**src/rtl/spis_word_rx_if.sv**
```systemverilog
// FIFO-side handshake of the SPI slave word receiver: word write strobe,
// flush request and the FIFO's full/finished flags.
interface spis_word_rx_if;
  logic [31:0] word_data;
  logic        word_strobe;
  logic        fifo_full;
  logic        flush;
  logic        fifo_finished;

  modport master (
    output word_data,
    output word_strobe,
    output flush,
    input  fifo_full,
    input  fifo_finished
  );

  modport slave (
    input  word_data,
    input  word_strobe,
    input  flush,
    output fifo_full,
    output fifo_finished
  );
endinterface

```
**src/rtl/spis_word_rx.sv**
```systemverilog
// SPI slave receive front end: synchronises SCK/MOSI/CS, assembles LSB-first
// 32-bit words, pads odd word counts and runs the FIFO flush handshake.
module spis_word_rx #(
  parameter int          SYNC_STAGES = 2,
  parameter bit          PAD_EVEN    = 1'b1,
  parameter logic [31:0] PAD_WORD    = 32'h0000_0000
) (
  input  logic               clk,
  input  logic               reset,
  input  logic               enable,
  input  logic               clear_status,
  input  logic               SCK,
  input  logic               MOSI,
  input  logic               CS,
  spis_word_rx_if.master     fifo,
  output logic [31:0]        words_received,
  output logic               pad_added,
  output logic               overflow,
  output logic               partial,
  output logic               in_transaction
);

  typedef enum logic [2:0] {IDLE, RECV, PAD, FLUSH, WAIT_DONE} state_t;

  state_t state_reg, state_next;

  logic [SYNC_STAGES-1:0] sck_sync_reg, mosi_sync_reg, cs_sync_reg;
  logic                   sck_hist_reg, cs_hist_reg;
  logic                   sck_s, mosi_s, cs_s;
  logic                   sck_rise, cs_fall, cs_rise;

  logic [31:0] shreg_reg;
  logic [4:0]  bit_cnt_reg;
  logic [31:0] word_data_reg;
  logic        word_strobe_reg;
  logic        flush_reg;
  logic [31:0] words_received_reg;
  logic        pad_added_reg, overflow_reg, partial_reg, in_transaction_reg;

  logic start, bit_accept, word_done, pad_go, cs_end, ovf_set, part_set;

  // CS idles high, so its chain resets to 1 to avoid a false fall out of reset
  always_ff @(posedge clk or posedge reset) begin
    if (reset) begin
      sck_sync_reg  <= '0;
      mosi_sync_reg <= '0;
      cs_sync_reg   <= '1;
      sck_hist_reg  <= 1'b0;
      cs_hist_reg   <= 1'b1;
    end else begin
      sck_sync_reg  <= {sck_sync_reg[SYNC_STAGES-2:0], SCK};
      mosi_sync_reg <= {mosi_sync_reg[SYNC_STAGES-2:0], MOSI};
      cs_sync_reg   <= {cs_sync_reg[SYNC_STAGES-2:0], CS};
      sck_hist_reg  <= sck_sync_reg[SYNC_STAGES-1];
      cs_hist_reg   <= cs_sync_reg[SYNC_STAGES-1];
    end
  end

  assign sck_s    = sck_sync_reg[SYNC_STAGES-1];
  assign mosi_s   = mosi_sync_reg[SYNC_STAGES-1];
  assign cs_s     = cs_sync_reg[SYNC_STAGES-1];
  assign sck_rise = sck_s & ~sck_hist_reg;
  assign cs_fall  = ~cs_s & cs_hist_reg;
  assign cs_rise  = cs_s & ~cs_hist_reg;

  always_ff @(posedge clk or posedge reset) begin
    if (reset) state_reg <= IDLE;
    else       state_reg <= state_next;
  end

  always_comb begin
    state_next = state_reg;
    start      = 1'b0;
    bit_accept = 1'b0;
    word_done  = 1'b0;
    pad_go     = 1'b0;
    cs_end     = 1'b0;
    ovf_set    = 1'b0;
    part_set   = 1'b0;
    if (!enable) begin
      state_next = IDLE;
    end else begin
      ovf_set = cs_fall && (state_reg != IDLE);
      case (state_reg)
        IDLE: begin
          if (cs_fall) begin
            state_next = RECV;
            start      = 1'b1;
          end
        end
        RECV: begin
          if (cs_rise) begin
            cs_end     = 1'b1;
            part_set   = (bit_cnt_reg != 5'd0);
            state_next = (PAD_EVEN && words_received_reg[0]) ? PAD : FLUSH;
          end else if (sck_rise && !cs_s) begin
            bit_accept = 1'b1;
            word_done  = (bit_cnt_reg == 5'd31);
            if (word_done && fifo.fifo_full) ovf_set = 1'b1;
          end
        end
        PAD: begin
          if (!fifo.fifo_full) begin
            pad_go     = 1'b1;
            state_next = FLUSH;
          end
        end
        FLUSH:     state_next = WAIT_DONE;
        WAIT_DONE: if (fifo.fifo_finished) state_next = IDLE;
        default:   state_next = IDLE;
      endcase
    end
  end

  always_ff @(posedge clk or posedge reset) begin
    if (reset) begin
      shreg_reg          <= '0;
      bit_cnt_reg        <= '0;
      word_data_reg      <= '0;
      word_strobe_reg    <= 1'b0;
      flush_reg          <= 1'b0;
      words_received_reg <= '0;
      pad_added_reg      <= 1'b0;
      in_transaction_reg <= 1'b0;
    end else begin
      word_strobe_reg <= 1'b0;
      flush_reg       <= 1'b0;
      if (!enable) begin
        bit_cnt_reg        <= '0;
        in_transaction_reg <= 1'b0;
      end else begin
        if (start) begin
          bit_cnt_reg        <= '0;
          words_received_reg <= '0;
          pad_added_reg      <= 1'b0;
          in_transaction_reg <= 1'b1;
        end
        if (bit_accept) begin
          shreg_reg   <= {mosi_s, shreg_reg[31:1]};
          bit_cnt_reg <= bit_cnt_reg + 5'd1;
        end
        if (word_done && !fifo.fifo_full) begin
          word_data_reg      <= {mosi_s, shreg_reg[31:1]};
          word_strobe_reg    <= 1'b1;
          words_received_reg <= words_received_reg + 32'd1;
        end
        if (cs_end) bit_cnt_reg <= '0;
        if (pad_go) begin
          word_data_reg   <= PAD_WORD;
          word_strobe_reg <= 1'b1;
          pad_added_reg   <= 1'b1;
        end
        // flush lands one cycle after any pad strobe, never alongside it
        if (state_reg == FLUSH) flush_reg <= 1'b1;
        if (state_reg == WAIT_DONE && fifo.fifo_finished) in_transaction_reg <= 1'b0;
      end
    end
  end

  // Sticky status: a set event in the same cycle as clear_status wins
  always_ff @(posedge clk or posedge reset) begin
    if (reset) begin
      overflow_reg <= 1'b0;
      partial_reg  <= 1'b0;
    end else begin
      if (ovf_set)           overflow_reg <= 1'b1;
      else if (clear_status) overflow_reg <= 1'b0;
      if (part_set)          partial_reg  <= 1'b1;
      else if (clear_status) partial_reg  <= 1'b0;
    end
  end

  assign fifo.word_data   = word_data_reg;
  assign fifo.word_strobe = word_strobe_reg;
  assign fifo.flush       = flush_reg;
  assign words_received   = words_received_reg;
  assign pad_added        = pad_added_reg;
  assign overflow         = overflow_reg;
  assign partial          = partial_reg;
  assign in_transaction   = in_transaction_reg;

endmodule

```
**src/flat_wrapper.sv**
```systemverilog
// flat-port wrapper written by rule: the top's interface ports become plain ports
module spis_word_rx_flat 
#(
  parameter int          SYNC_STAGES = 2,
  parameter bit          PAD_EVEN    = 1'b1,
  parameter logic [31:0] PAD_WORD    = 32'h0000_0000
)
  (clk, reset, enable, clear_status, SCK, MOSI, CS, words_received, pad_added, overflow, partial, in_transaction, fifo_word_data, fifo_word_strobe, fifo_flush, fifo_fifo_full, fifo_fifo_finished);
  spis_word_rx_if fifo_i ();
  input  logic clk;
  input  logic reset;
  input  logic enable;
  input  logic clear_status;
  input  logic SCK;
  input  logic MOSI;
  input  logic CS;
  output logic [31:0] words_received;
  output logic pad_added;
  output logic overflow;
  output logic partial;
  output logic in_transaction;
  output wire logic [$bits(fifo_i.word_data)-1:0] fifo_word_data;
  output wire logic [$bits(fifo_i.word_strobe)-1:0] fifo_word_strobe;
  output wire logic [$bits(fifo_i.flush)-1:0] fifo_flush;
  input wire logic [$bits(fifo_i.fifo_full)-1:0] fifo_fifo_full;
  input wire logic [$bits(fifo_i.fifo_finished)-1:0] fifo_fifo_finished;
  assign fifo_word_data = fifo_i.word_data;
  assign fifo_word_strobe = fifo_i.word_strobe;
  assign fifo_flush = fifo_i.flush;
  assign fifo_i.fifo_full = fifo_fifo_full;
  assign fifo_i.fifo_finished = fifo_fifo_finished;
  spis_word_rx #(.SYNC_STAGES(SYNC_STAGES), .PAD_EVEN(PAD_EVEN), .PAD_WORD(PAD_WORD)) u_core (.clk(clk), .reset(reset), .enable(enable), .clear_status(clear_status), .SCK(SCK), .MOSI(MOSI), .CS(CS), .fifo(fifo_i), .words_received(words_received), .pad_added(pad_added), .overflow(overflow), .partial(partial), .in_transaction(in_transaction));
endmodule
```
**config.mk**
```make
export PLATFORM = sky130hd
export DESIGN_NAME = spis_word_rx_flat
export DESIGN_NICKNAME = d
export VERILOG_FILES = /design/src/rtl/spis_word_rx_if.sv /design/src/rtl/spis_word_rx.sv /design/src/flat_wrapper.sv
export SDC_FILE = /design/constraint.sdc
export NUM_CORES = 1
export LEC_CHECK = 0
export CORE_UTILIZATION = 51
export CTS_CLUSTER_SIZE = 10
export DETAILED_ROUTE_END_ITERATION = 16
export GPL_ROUTABILITY_DRIVEN = 0
export PLACE_DENSITY = 0.84
export SETUP_SLACK_MARGIN = 0.5
export SLEW_MARGIN = 0
export SYNTH_ARGS = -nofsm -noshare
export SYNTH_HDL_FRONTEND = slang
export SYNTH_SLANG_ARGS = --single-unit
```
**constraint.sdc**
```tcl
create_clock -name clk -period 4.5 [get_ports clk]
set_clock_uncertainty 0.05 [all_clocks]
set_input_delay 0.9 -clock clk [delete_from_list [all_inputs] [get_ports clk]]
set_output_delay 0.9 -clock clk [all_outputs]
set_load 0.05 [all_outputs]
```
==> results of run 1 <==
report_power, final:
group / switching (mW) / internal, mW
registers: 0.0243 / 1.08
clock network: 0.454 / 0.923
logic: 0.0864 / 0.0416
total: 0.565 / 2.04
stage by stage:
step / worst slack (ns) / hold WS (ns)
finish: 1.64 / 0.297
global route: 1.59 / 0.313
CTS: 1.62 / 0.299
detailed placement: 1.25 / 0.286
global placement: 1.34 / 0.285
floorplan: 2.13 / 0.281
cell usage in the layout (no fill, tap or decap), drive strengths merged, types with 5 or more instances in the layout:
master / count
clkdlybuf4s50: 78
o211ai: 5
dfrtp: 114
nand2: 181
xor2: 17
clkinv: 5
xnor2: 7
inv: 8
buf: 5
nand4: 15
o21ai: 9
nor2: 39
clkbuf: 22
nand3: 47
a21oi: 10
nor4: 6
cell type report:
type                       instances  area, µm²  share of cell area
sequential                       117       2930               0.447
multi-input combinational        379       1990               0.303
timing repair buffer              83        831               0.127
clock buffer                      22        453              0.0690
tap                              133        166              0.0254
clock inverter                    10        153              0.0233
inverter                           9       37.5             0.00572
cell families (layout without fill, tap and decap cells):
family,count (synthesis),after routing
flip-flops,117,117
adder cells (fa/ha/maj),4,4
XOR/XNOR,24,24
buffers and inverters,34,124
AO/OA/AOI/OAI,33,33
AND/OR/NAND/NOR,318,318
layer usage:
| metal | track usage | share of wire | wire (µm) | up-vias |
|---|---|---|---|---|
| met5 | 0 | 0 | 0 | - |
| met4 | 0.0769 | 0.014 | 159 | 0 |
| met3 | 0.0759 | 0.058 | 650 | 17 |
| met2 | 0.373 | 0.48 | 5400 | 129 |
| met1 | 0.302 | 0.44 | 4930 | 1986 |
| li1 | - | - | - | 1907 |
how the worst min path moves through the flow:
stage | start | depth (start not counted) | slack, ns | end
after global placement | u_core.sck_sync_reg[0]$_DFF_PP0_ | 0 | 0.29 | u_core.sck_sync_reg[1]$_DFF_PP0_
after global routing | u_core.sck_sync_reg[0]$_DFF_PP0_ | 0 | 0.31 | u_core.sck_sync_reg[1]$_DFF_PP0_
final | u_core.sck_sync_reg[0]$_DFF_PP0_ | 0 | 0.30 | u_core.sck_sync_reg[1]$_DFF_PP0_
after detailed placement | u_core.sck_sync_reg[0]$_DFF_PP0_ | 0 | 0.29 | u_core.sck_sync_reg[1]$_DFF_PP0_
after floorplan | u_core.mosi_sync_reg[0]$_DFF_PP0_ | 0 | 0.28 | u_core.mosi_sync_reg[1]$_DFF_PP0_
after CTS | u_core.sck_sync_reg[0]$_DFF_PP0_ | 0 | 0.30 | u_core.sck_sync_reg[1]$_DFF_PP0_
==> run summary, run 1 <==
The logs give 1.91 ns for the critical path data arrival time and 530 for the number of cells produced by synthesis. The average detailed-routed wire length per instance is 14.8 µm. The element type at the critical path end was a primary output. Setup repair after global routing left no endpoint under its margin. Across the run, the number of max-cap violations was 0. The ratio of final minimum period to clock period came out at 0.635. The fraction of layout instances using a drive strength above 1 is 0.0984, and the total detailed-routing wirelength is 11100 µm. After floorplanning, the core was sized to cover 0.00968 mm².

Post-synthesis instance area: 0.00506 mm². The count of buffering cells on the critical path with inverters included is 1, and the transition time at the pin with the least slew margin is 1.21 ns. The clock reaches the later pin of the worst-skew pair after 0.52 ns.

The maximum number of buffers from clock root to sink is 2, and the total CTS buffers is 17. The tools report the total number of clock tree sinks as 117. After synthesis, the largest family of logic cells by area is simple AND/OR/NAND/NOR gates.

The setup slack on the worst flop-to-flop path was 1.81 ns; the fraction of the mapped netlist area in adder cells was 0.00988. For the number of nets in the final layout, the log shows 620. The first routing iteration left 283 violations. The power density of the placed cells was 397 mW/mm².

In this run the critical register-to-register path is captured at u_core.words_received[3]$_DFFE_PP0P_. In the post-synthesis netlist, the biggest area contributors are dfrtp_1, nand2_1, nand3_1. In this design, the stage delay of the slowest critical-path cell is 0.86 ns. The total overflow reported by the global router was 0.

The parity-gate share of the synthesized area counting xor and xnor cells is 0.0415. During I/O placement, the number of pins put on the boundary was 79. The floorplan has 36 rows. The logs give 3.55 ns for the data required time at the worst endpoint and 4039 for the total number of vias.

The logs give 83 for the maximum number of pins on one net before global-route repair and 0.579 for the sequential element share of the synthesized area. The finished cells cover 0.00656 mm². After detailed placement, the design holds a cell count of 721. First-pass GRT wire length: 18100 µm. The cell at the root of the clock tree was clkbuf_8.

The clock slew at the register clock pins of the worst setup and hold paths is 0.05 ns. Walking the worst path, the cells encountered are clkdlybuf4s50_1. The clock tree synthesis step divided the H-tree into 4 levels.

Top cell type's share of synthesized area: 0.563. In this run the remaining antenna-violating nets after routing total 0. Summed over all cells, the static leakage comes to 3.18 nW. The die extent in y is 102 µm. Count of buffers from port buffering: 78.

Share of the synthesized area in compound gates (AO/OA/AOI/OAI): 0.0408. Setup violations remaining at the end of the flow were counted as 0. The number of antenna violations at the first check in global routing is 0. Top cell type by total area after synthesis: dfrtp_1.

The finished layout holds 753 standard cells, fillers aside. The total global routing track utilization was 0.233. Counting cells, the worst reg-to-reg path comes to 9.

The classification of the worst setup path was register to primary output. The tools report the number of detailed-route iterations in the first pass as 5. For the count of distinct cell types in the synthesized netlist, the log shows 48. The final critical path time including I/O delays and setup works out to 2.86 ns. The leading register cell type out of synthesis was dfrtp_1. The floorplan step defined a die boundary enclosing 0.0103 mm². The utilization after layout is 0.677, and the hold buffer count at CTS is 0. TritonCTS built the clock tree. The tools report the capturing instance or port of the critical path as words_received[3].

0 antenna diodes ended up in the layout. Via density per instance: 5.36. The flow ran to the end, and the final reports show no timing, DRC or antenna violations. Among cell families on the critical path, the largest total delay comes from buffers and inverters. The HPWL after detailed placement is 6980 µm. From synthesis to final layout, the design area changed by 29.6%. The setup TNS after final layout came out at 0 ns. A synthesized cell averages 9.55 µm². Number of enable flip-flop cells after synthesis: 0. The tools report the final-layout fill cell count as 695.

The most common cell in the synthesized netlist is nand2_1. The number of global-route vias before repair is 3809, and the post-synthesis mux area share is 0. After detailed routing, the number of remaining DRC violations is 0. The initial cell density of the core came out at 0.523. Sorting the synthesized cells by how often they occur yields nand2_1, dfrtp_1, nand3_1, nor2_1, xor2_1.

Along the worst path, the maximum fanout reaches 5. The post-layout total power came out at 2.61 mW. The simple-gate area share of the yosys netlist works out to 0.300.

STA classifies the critical path startpoint as a register. The highest clock rate was 350 MHz. The worst register-to-register path begins at u_core.bit_cnt_reg[0]$_DFFE_PP0P_. The tools report the worst slew margin relative to its limit as 0.195. Once the clock tree was built, the setup fixing pass inserted 0 buffers. The run gives 0 as the total of warnings raised by yosys. Synthesis produced a netlist with a net count of 543. Total of flip-flops plus latches after synthesis: 117. On the critical path, the stage with the largest delay is an instance of clkdlybuf4s50_1.

The tools report the final hold violation count as 0. Class of the tightest hold or removal check: register to register. The critical path launch point was u_core.words_received[3]$_DFFE_PP0P_. The logic depth of the worst setup path including buffers is 1, and the largest voltage drop on the vdd net is 0.331 mV. Final-report max-slew violation count: 0. The async set or reset register ratio after synthesis was 1.00; the horizontal extent of the die was 102 µm.

Post-CTS repair changed the size of 0 cells. Instance area after placement: 0.00595 mm².
(Power assumes the default switching activity.)
==> inputs of run 2 (changes only) <==
--- a/config.mk
+++ b/config.mk
@@ -5,11 +5,11 @@
 export SDC_FILE = /design/constraint.sdc
 export NUM_CORES = 1
 export LEC_CHECK = 0
-export CORE_UTILIZATION = 51
+export CORE_UTILIZATION = 48
 export CTS_CLUSTER_SIZE = 10
 export DETAILED_ROUTE_END_ITERATION = 16
 export GPL_ROUTABILITY_DRIVEN = 0
-export PLACE_DENSITY = 0.84
+export PLACE_DENSITY = 0.83
 export SETUP_SLACK_MARGIN = 0.5
 export SLEW_MARGIN = 0
 export SYNTH_ARGS = -nofsm -noshare
==> constraint.sdc (replaced) <==
create_clock -name clk -period 2.6 [get_ports clk]
set_clock_uncertainty 0.05 [all_clocks]
set_input_delay 0.52 -clock clk [delete_from_list [all_inputs] [get_ports clk]]
set_output_delay 0.52 -clock clk [all_outputs]
set_load 0.05 [all_outputs]
==> run summary, run 2 (synthesis results as in run 1) <==
Traced cell by cell, the critical path runs through ha_2 > and3_4 > ha_4 > nor2b_4 > and3_4 > buf_12 > nand2_4 > or4_1 > nand2_1. Summed over all nets, the half-perimeter wirelength after detailed placement is 7590 µm. Final hold violation count: 0.

The H-tree depth reported by CTS is 4. In this run the clock root is driven by a clkbuf_8. TritonCTS built the clock tree.

Element type at the critical path end: a register. Count of buffers from port buffering: 78. The run finished with clean final reports. The finished cells cover 0.00671 mm². The floorplan has 37 rows. The number of antenna cells inserted was 0.

The class of the tightest hold or removal check was register to register. The slowest stage of the critical path is the or4_1 cell. In this run the worst setup path begins at u_core.bit_cnt_reg[1]$_DFFE_PP0P_.

The first global-routing pass estimated 20100 µm of wire. The commonest non-fill, non-tap cell in the layout was nand2_1. The first-iteration detailed-routing DRC count was 314. Setup repair after global routing could not meet its margin everywhere. Detailed routing inserted a total of 4187 vias. The first detailed-routing pass took 5 iterations. The logs give 0.232 for the total global routing track utilization and 638 for the number of nets in the final layout. Worst-case setup slack after placement: 0.134 ns. For the pin with the worst max-slew slack, the measured transition is 0.571 ns. The ratio of final minimum period to clock period was 0.809. Max-cap violations in this run came to 0.

The logs give 117 for the total number of clock tree sinks and 11900 µm for the total detailed-routing wirelength. For the highest clock rate, the log shows 475 MHz. After clock tree synthesis, the clock-pin slew on the worst setup and hold paths is 0.06 ns.

After detailed routing, the average wire length per cell comes to 15.4 µm. The floorplan step defined a core boundary enclosing 0.0103 mm². The final critical path time including I/O delays and setup was 2.10 ns. Clock tree synthesis inserted a total of 17 buffers. The largest single stage delay on the critical path is 0.53 ns.

Of all nets on the critical path, the largest fanout is 4. The logs give 0 for the residual DRC count and 4229 for the number of global-route vias before repair. The horizontal extent of the die works out to 105 µm.

In this run the power density over the cells is 641 mW/mm². The fraction of layout instances using a drive strength above 1 is 0.166. By startpoint and endpoint, the worst setup path is classified as register to register. For the worst setup path, the data arrival time is 2.51 ns. The run gives 38 as the maximum number of pins on one net before global-route repair.

The run gives 0.496 ns as the worst path setup slack after routing. After clock tree synthesis, the flow added hold-fix buffers numbering 0. For this design the static power due to leakage is 3.56 nW. The largest voltage drop on the vdd net was 0.410 mV; the residual antenna-violating net count after detailed routing was 0. The tools report the startpoint of the lowest-slack register-to-register path as u_core.bit_cnt_reg[1]$_DFFE_PP0P_. The kind of launch point of the worst setup path is a register. The critical hold path startpoint was u_core.sck_sync_reg[0]$_DFF_PP0_. Summing all placed instances gives a cell area of 0.00606 mm².

Global routing finished with a remaining overflow of 0. The utilization after layout came out at 0.653. For the worst slew margin relative to its limit, the log shows 0.616. The run gives 79 as the total I/O pin count. The setup TNS after final layout was 0 ns; the final-layout fill cell count was 800. Via density per instance: 5.41. Clock latency on the worst-skew pair, taken at its later pin, is 0.51 ns. The most numerous cell type found on the critical path is and3_4. Setup violations remaining at the end of the flow were counted as 0. The overall die area was 0.0110 mm². The initial cell density of the core was 0.493. The top cell types in the final layout, fill and taps aside, are nand2_1, dfrtp_1, dlygate4sd2_1. The clock passes through at most 2 buffers. The worst hold-check slack was 0.301 ns; the synthesis-to-layout area growth was 32.5%.

The die is 105 µm tall. The number of antenna violations at the first check in global routing is 0, and the data required time at the worst endpoint is 3.01 ns. For the final-report max-slew violation count, the log shows 0.
==> run 2: changes by cell type in the layout (fill, tap and decap cells not counted), moves of 8 or more <==
cell and change:
buf_4 +12, clkdlybuf4s15_1 +8, clkdlybuf4s50_1 -70, dlygate4sd2_1 +55
==> run 2: timing repair <==
item | in CTS | in global routing
setup buffers | 3 | 8
hold endpoints to repair | 0 | 0
endpoints found under the setup margin | 89 | 72
resized for setup | 75 | 33
pin swaps | 1 | 6
gates cloned | 0 | 1
==> run 2: worst paths after layout <==
path / cells past startpoint / slack, ns / to
max reg2reg: 9 / 0.50 / u_core.words_received[11]$_DFFE_PP0P_
max: 9 / 0.50 / u_core.words_received[11]$_DFFE_PP0P_
min: 0 / 0.30 / u_core.sck_sync_reg[1]$_DFF_PP0_
max in group asynchronous: 3 / 1.57 / u_core.cs_sync_reg[0]$_DFF_PP1_
min in group asynchronous: 2 / 0.34 / u_core.shreg_reg[16]$_DFFE_PP0P_
min reg2reg: 0 / 0.30 / u_core.sck_sync_reg[1]$_DFF_PP0_
==> run 2: worst max-delay path: cells and delay by family (launching register included) <==
| family | cells | cell delay (ns) |
|---|---|---|
| and+or+nand+nor | 6 | 1.18 |
| buffers and inverters | 1 | 0.12 |
| adders and majority gates | 2 | 0.32 |
| DFF | 1 | 0.37 |
==> run 2: metal layers <==
metal	GRT usage	routed length (µm)	vias up
li1	-	-	1954
met1	0.281	4960	2069
met2	0.395	6150	153
met3	0.0518	657	11
met4	0.105	113	0
met5	0	0	-
==> run 2: metrics by stage <==
stage / total power, mW / instances
final: 4.30 / 774
after detailed placement: 2.16 / 730
after global routing: 4.47 / 774
after CTS: 4.33 / 765
after global placement: 2.15 / 730
after floorplan: 2.08 / 530
==> run 2: cell type report <==
| cell class | count | area, µm² | area share |
|---|---|---|---|
| Sequential cell | 117 | 2940 | 0.438 |
| Timing Repair Buffer | 101 | 927 | 0.138 |
| Clock buffer | 17 | 414 | 0.0617 |
| Tap cell | 136 | 170 | 0.0254 |
| Clock inverter | 15 | 146 | 0.0218 |
| Multi-Input combinational cell | 379 | 2070 | 0.309 |
| Inverter | 9 | 37.5 | 0.00559 |
==> run 2: where the power goes <==
part	total, mW	leakage [nW]	switching (mW)	internal, mW
clock network	2.18	0.259	0.892	1.29
registers	1.90	1.60	0.0398	1.86
logic	0.223	1.71	0.150	0.0730
==> inputs of run 3 (changes only) <==
==> constraint.sdc (replaced) <==
create_clock -name clk -period 1.8 [get_ports clk]
set_clock_uncertainty 0.05 [all_clocks]
set_input_delay 0.36 -clock clk [delete_from_list [all_inputs] [get_ports clk]]
set_output_delay 0.36 -clock clk [all_outputs]
set_load 0.05 [all_outputs]
==> run summary, run 3 (synthesis results as in run 1) <==
The tools report the maximum number of pins on one net before global-route repair as 37. Setup repair after global routing could not meet its margin everywhere. The die covers 0.0110 mm². The first-iteration detailed-routing DRC count was 469; the count of cells along the worst register-to-register path was 9.

Data on the critical path arrives at its endpoint at 2.58 ns. For the setup slack on the worst flop-to-flop path, the log shows -0.40 ns. The switching fraction of total power is 0.272, and the die extent in y is 105 µm. For the post-layout total power, the log shows 6.80 mW.

The fraction of met2 tracks used by global routing is 0.531. The smallest clock period supported by the final layout is computed as 2.20 ns. The run gives 0.111 ns as the worst hold-check slack. For this run, the top clock speed supported by timing is 455 MHz. The worst path setup slack after routing was -0.398 ns; the residual DRC count was 0. Internal power comes to 4.96 mW.

The largest voltage drop on the vdd net came out at 0.806 mV. The run finished, with violations left. The maximum fanout count along the critical path is 8, and the number of detailed-route iterations in the first pass is 5. The run gives 0.0774 as the met3 track demand over resource in global routing.

The tools report the number of antenna violations at the first check in global routing as 0. The run gives 0 as the total of max-cap violations. The number of clock buffers added by TritonCTS is 17. The H-tree generated during clock tree synthesis spans 4 levels.

The run gives 0.095 as the share of total power in combinational logic. The tools report the source-to-sink clock delay at the later pin of the worst-skew pair as 0.54 ns. Setup violations remaining at the end of the flow were counted as 98. Classification of the worst setup path: register to register. Global routing finished with a remaining overflow of 0. The count of buffers added on input and output ports is 78. Across all layers, the routed design uses 5334 vias. The total global routing track utilization came out at 0.313.

The tools report the relative contribution of sequential cells to total power as 0.405. The core region is 0.0103 mm². Class of the tightest hold or removal check: input pin to asynchronous set/reset pin. The die is 105 µm wide.

For the power share of the clock group, the log shows 0.501. Global routing's busiest layer: met2. TritonCTS built the clock tree.

The clock slew at the register clock pins of the worst setup and hold paths works out to 0.06 ns. The ratio of final minimum period to clock period is 1.22. The tree is rooted in a clkbuf_8.

The tools report the residual antenna-violating net count after detailed routing as 0. The maximum number of buffers from clock root to sink was 2. In this run, post-CTS hold repair placed 0 buffers. The worst register-to-register path ends at u_core.words_received[8]$_DFFE_PP0P_.

Startpoint of the lowest-slack register-to-register path: u_core.bit_cnt_reg[0]$_DFFE_PP0P_. The area growth from synthesis to layout is 71.1%. In this run the power spent charging and discharging nets is 1.85 mW. Leaving out fill and tap cells, the most frequent cell in the layout is nand2_1.

The element type at the critical path end was a register. Dividing total power by cell area gives a power density of 785 mW/mm². The final reports fail on negative setup slack.

The number of global-route vias before repair was 5014; the static leakage power was 4.62 nW. CTS saw 117 sinks. Data on the critical path is required at its endpoint by 2.18 ns. The met1 track demand over resource in global routing is 0.374. At the end of the flow, the number of nets in the layout was 736. In the layout the commonest cells are nand2_1, dfrtp_1, buf_6.

The transition time at the pin with the least slew margin was 0.524 ns. The run gives 0 as the final-report max-slew violation count. Detailed placement finished with a half-perimeter wire length of 8210 µm.

The first global-routing pass estimated 26200 µm of wire. Row generation in the floorplan step produced 37 rows. The final hold violation count was 0.

After detailed routing, the total wire length is 20500 µm. The initial cell density of the core is 0.493, and the fraction of layout instances using a drive strength above 1 is 0.524. The worst setup path is launched from a register. The layout has 438 filler cells.

In the routed layout, each cell is associated on average with a via count of 6.12. The repair_antennas step left the layout with diodes totalling 0. For the worst slew margin relative to its limit, the log shows 0.646.

The average detailed-routed wire length per instance is 23.5 µm, and the total I/O pin count is 79.
[run 3: how the worst max path moves through the flow]
stage                                           end  cells after the start                               from  slack, ns
2_1_floorplan  u_core.words_received[0]$_DFFE_PP0P_                      1                              reset      -0.16
5_1_grt        u_core.words_received[9]$_DFFE_PP0P_                      9  u_core.bit_cnt_reg[1]$_DFFE_PP0P_      -0.40
4_1_cts        u_core.words_received[8]$_DFFE_PP0P_                      9  u_core.bit_cnt_reg[1]$_DFFE_PP0P_      -0.20
3_3_place_gp   u_core.words_received[3]$_DFFE_PP0P_                      8                             enable      -0.34
3_5_place_dp   u_core.words_received[8]$_DFFE_PP0P_                      7                             enable      -0.38
6_report       u_core.words_received[8]$_DFFE_PP0P_                      9  u_core.bit_cnt_reg[0]$_DFFE_PP0P_      -0.40
[run 3: layer usage]
| layer | part of all wire | routed length (µm) |
|---|---|---|
| met1 | 0.35 | 7180 |
| met2 | 0.50 | 10300 |
| met3 | 0.082 | 1690 |
| met4 | 0.066 | 1360 |
| met5 | 0 | 0 |
[run 3: what timing repair did]
item | 4_1_cts | 5_1_grt
buffers inserted | 42 | 26
resized for setup | 160 | 107
endpoints found under the hold margin | 0 | 0
pin swaps | 42 | 43
cloned | 5 | 3
endpoints found under the setup margin | 176 | 177
[run 3: area by class of cell]
type / instances / area, µm² / share of cell area
clock inverter: 15 / 170 / 0.0196
inverter: 9 / 37.5 / 0.00433
tap: 136 / 170 / 0.0196
timing repair buffer: 199 / 2260 / 0.261
sequential: 117 / 2960 / 0.342
multi-input combinational: 379 / 2650 / 0.306
clock buffer: 17 / 414 / 0.0478
[run 3: critical path, cell delays in order (launching register included)]
cell and delay (ns):
dfrtp_1 0.38, ha_2 0.21, and3_4 0.20, ha_4 0.12
nor2b_4 0.15, and3_4 0.30, buf_6 0.17, nand4_1 0.14
xor2_1 0.19, nor2_1 0.18
[run 3: stage by stage]
stage | std cells | area [µm²] | TNS [ns] | utilization | setup WS, ns
2_1_floorplan | 530 | 5360 | -10.23 | - | -0.157
3_3_place_gp | 764 | 6380 | -24.90 | 0.621 | -0.345
3_5_place_dp | 764 | 6380 | -26.94 | 0.621 | -0.376
4_1_cts | 843 | 8020 | -5.61 | 0.780 | -0.201
5_1_grt | 872 | 8660 | -18.43 | 0.843 | -0.404
6_report | 872 | 8660 | -16.18 | 0.843 | -0.398
[run 3: power groups by stage]
stage          combinational, mW  sequential [mW]  clock, mW
3_5_place_dp               0.410             2.77          0
4_1_cts                    0.503             2.73       3.34
3_3_place_gp               0.395             2.77          0
5_1_grt                    0.677             2.75       3.54
6_report                   0.645             2.75       3.41
2_1_floorplan              0.215             2.82          0
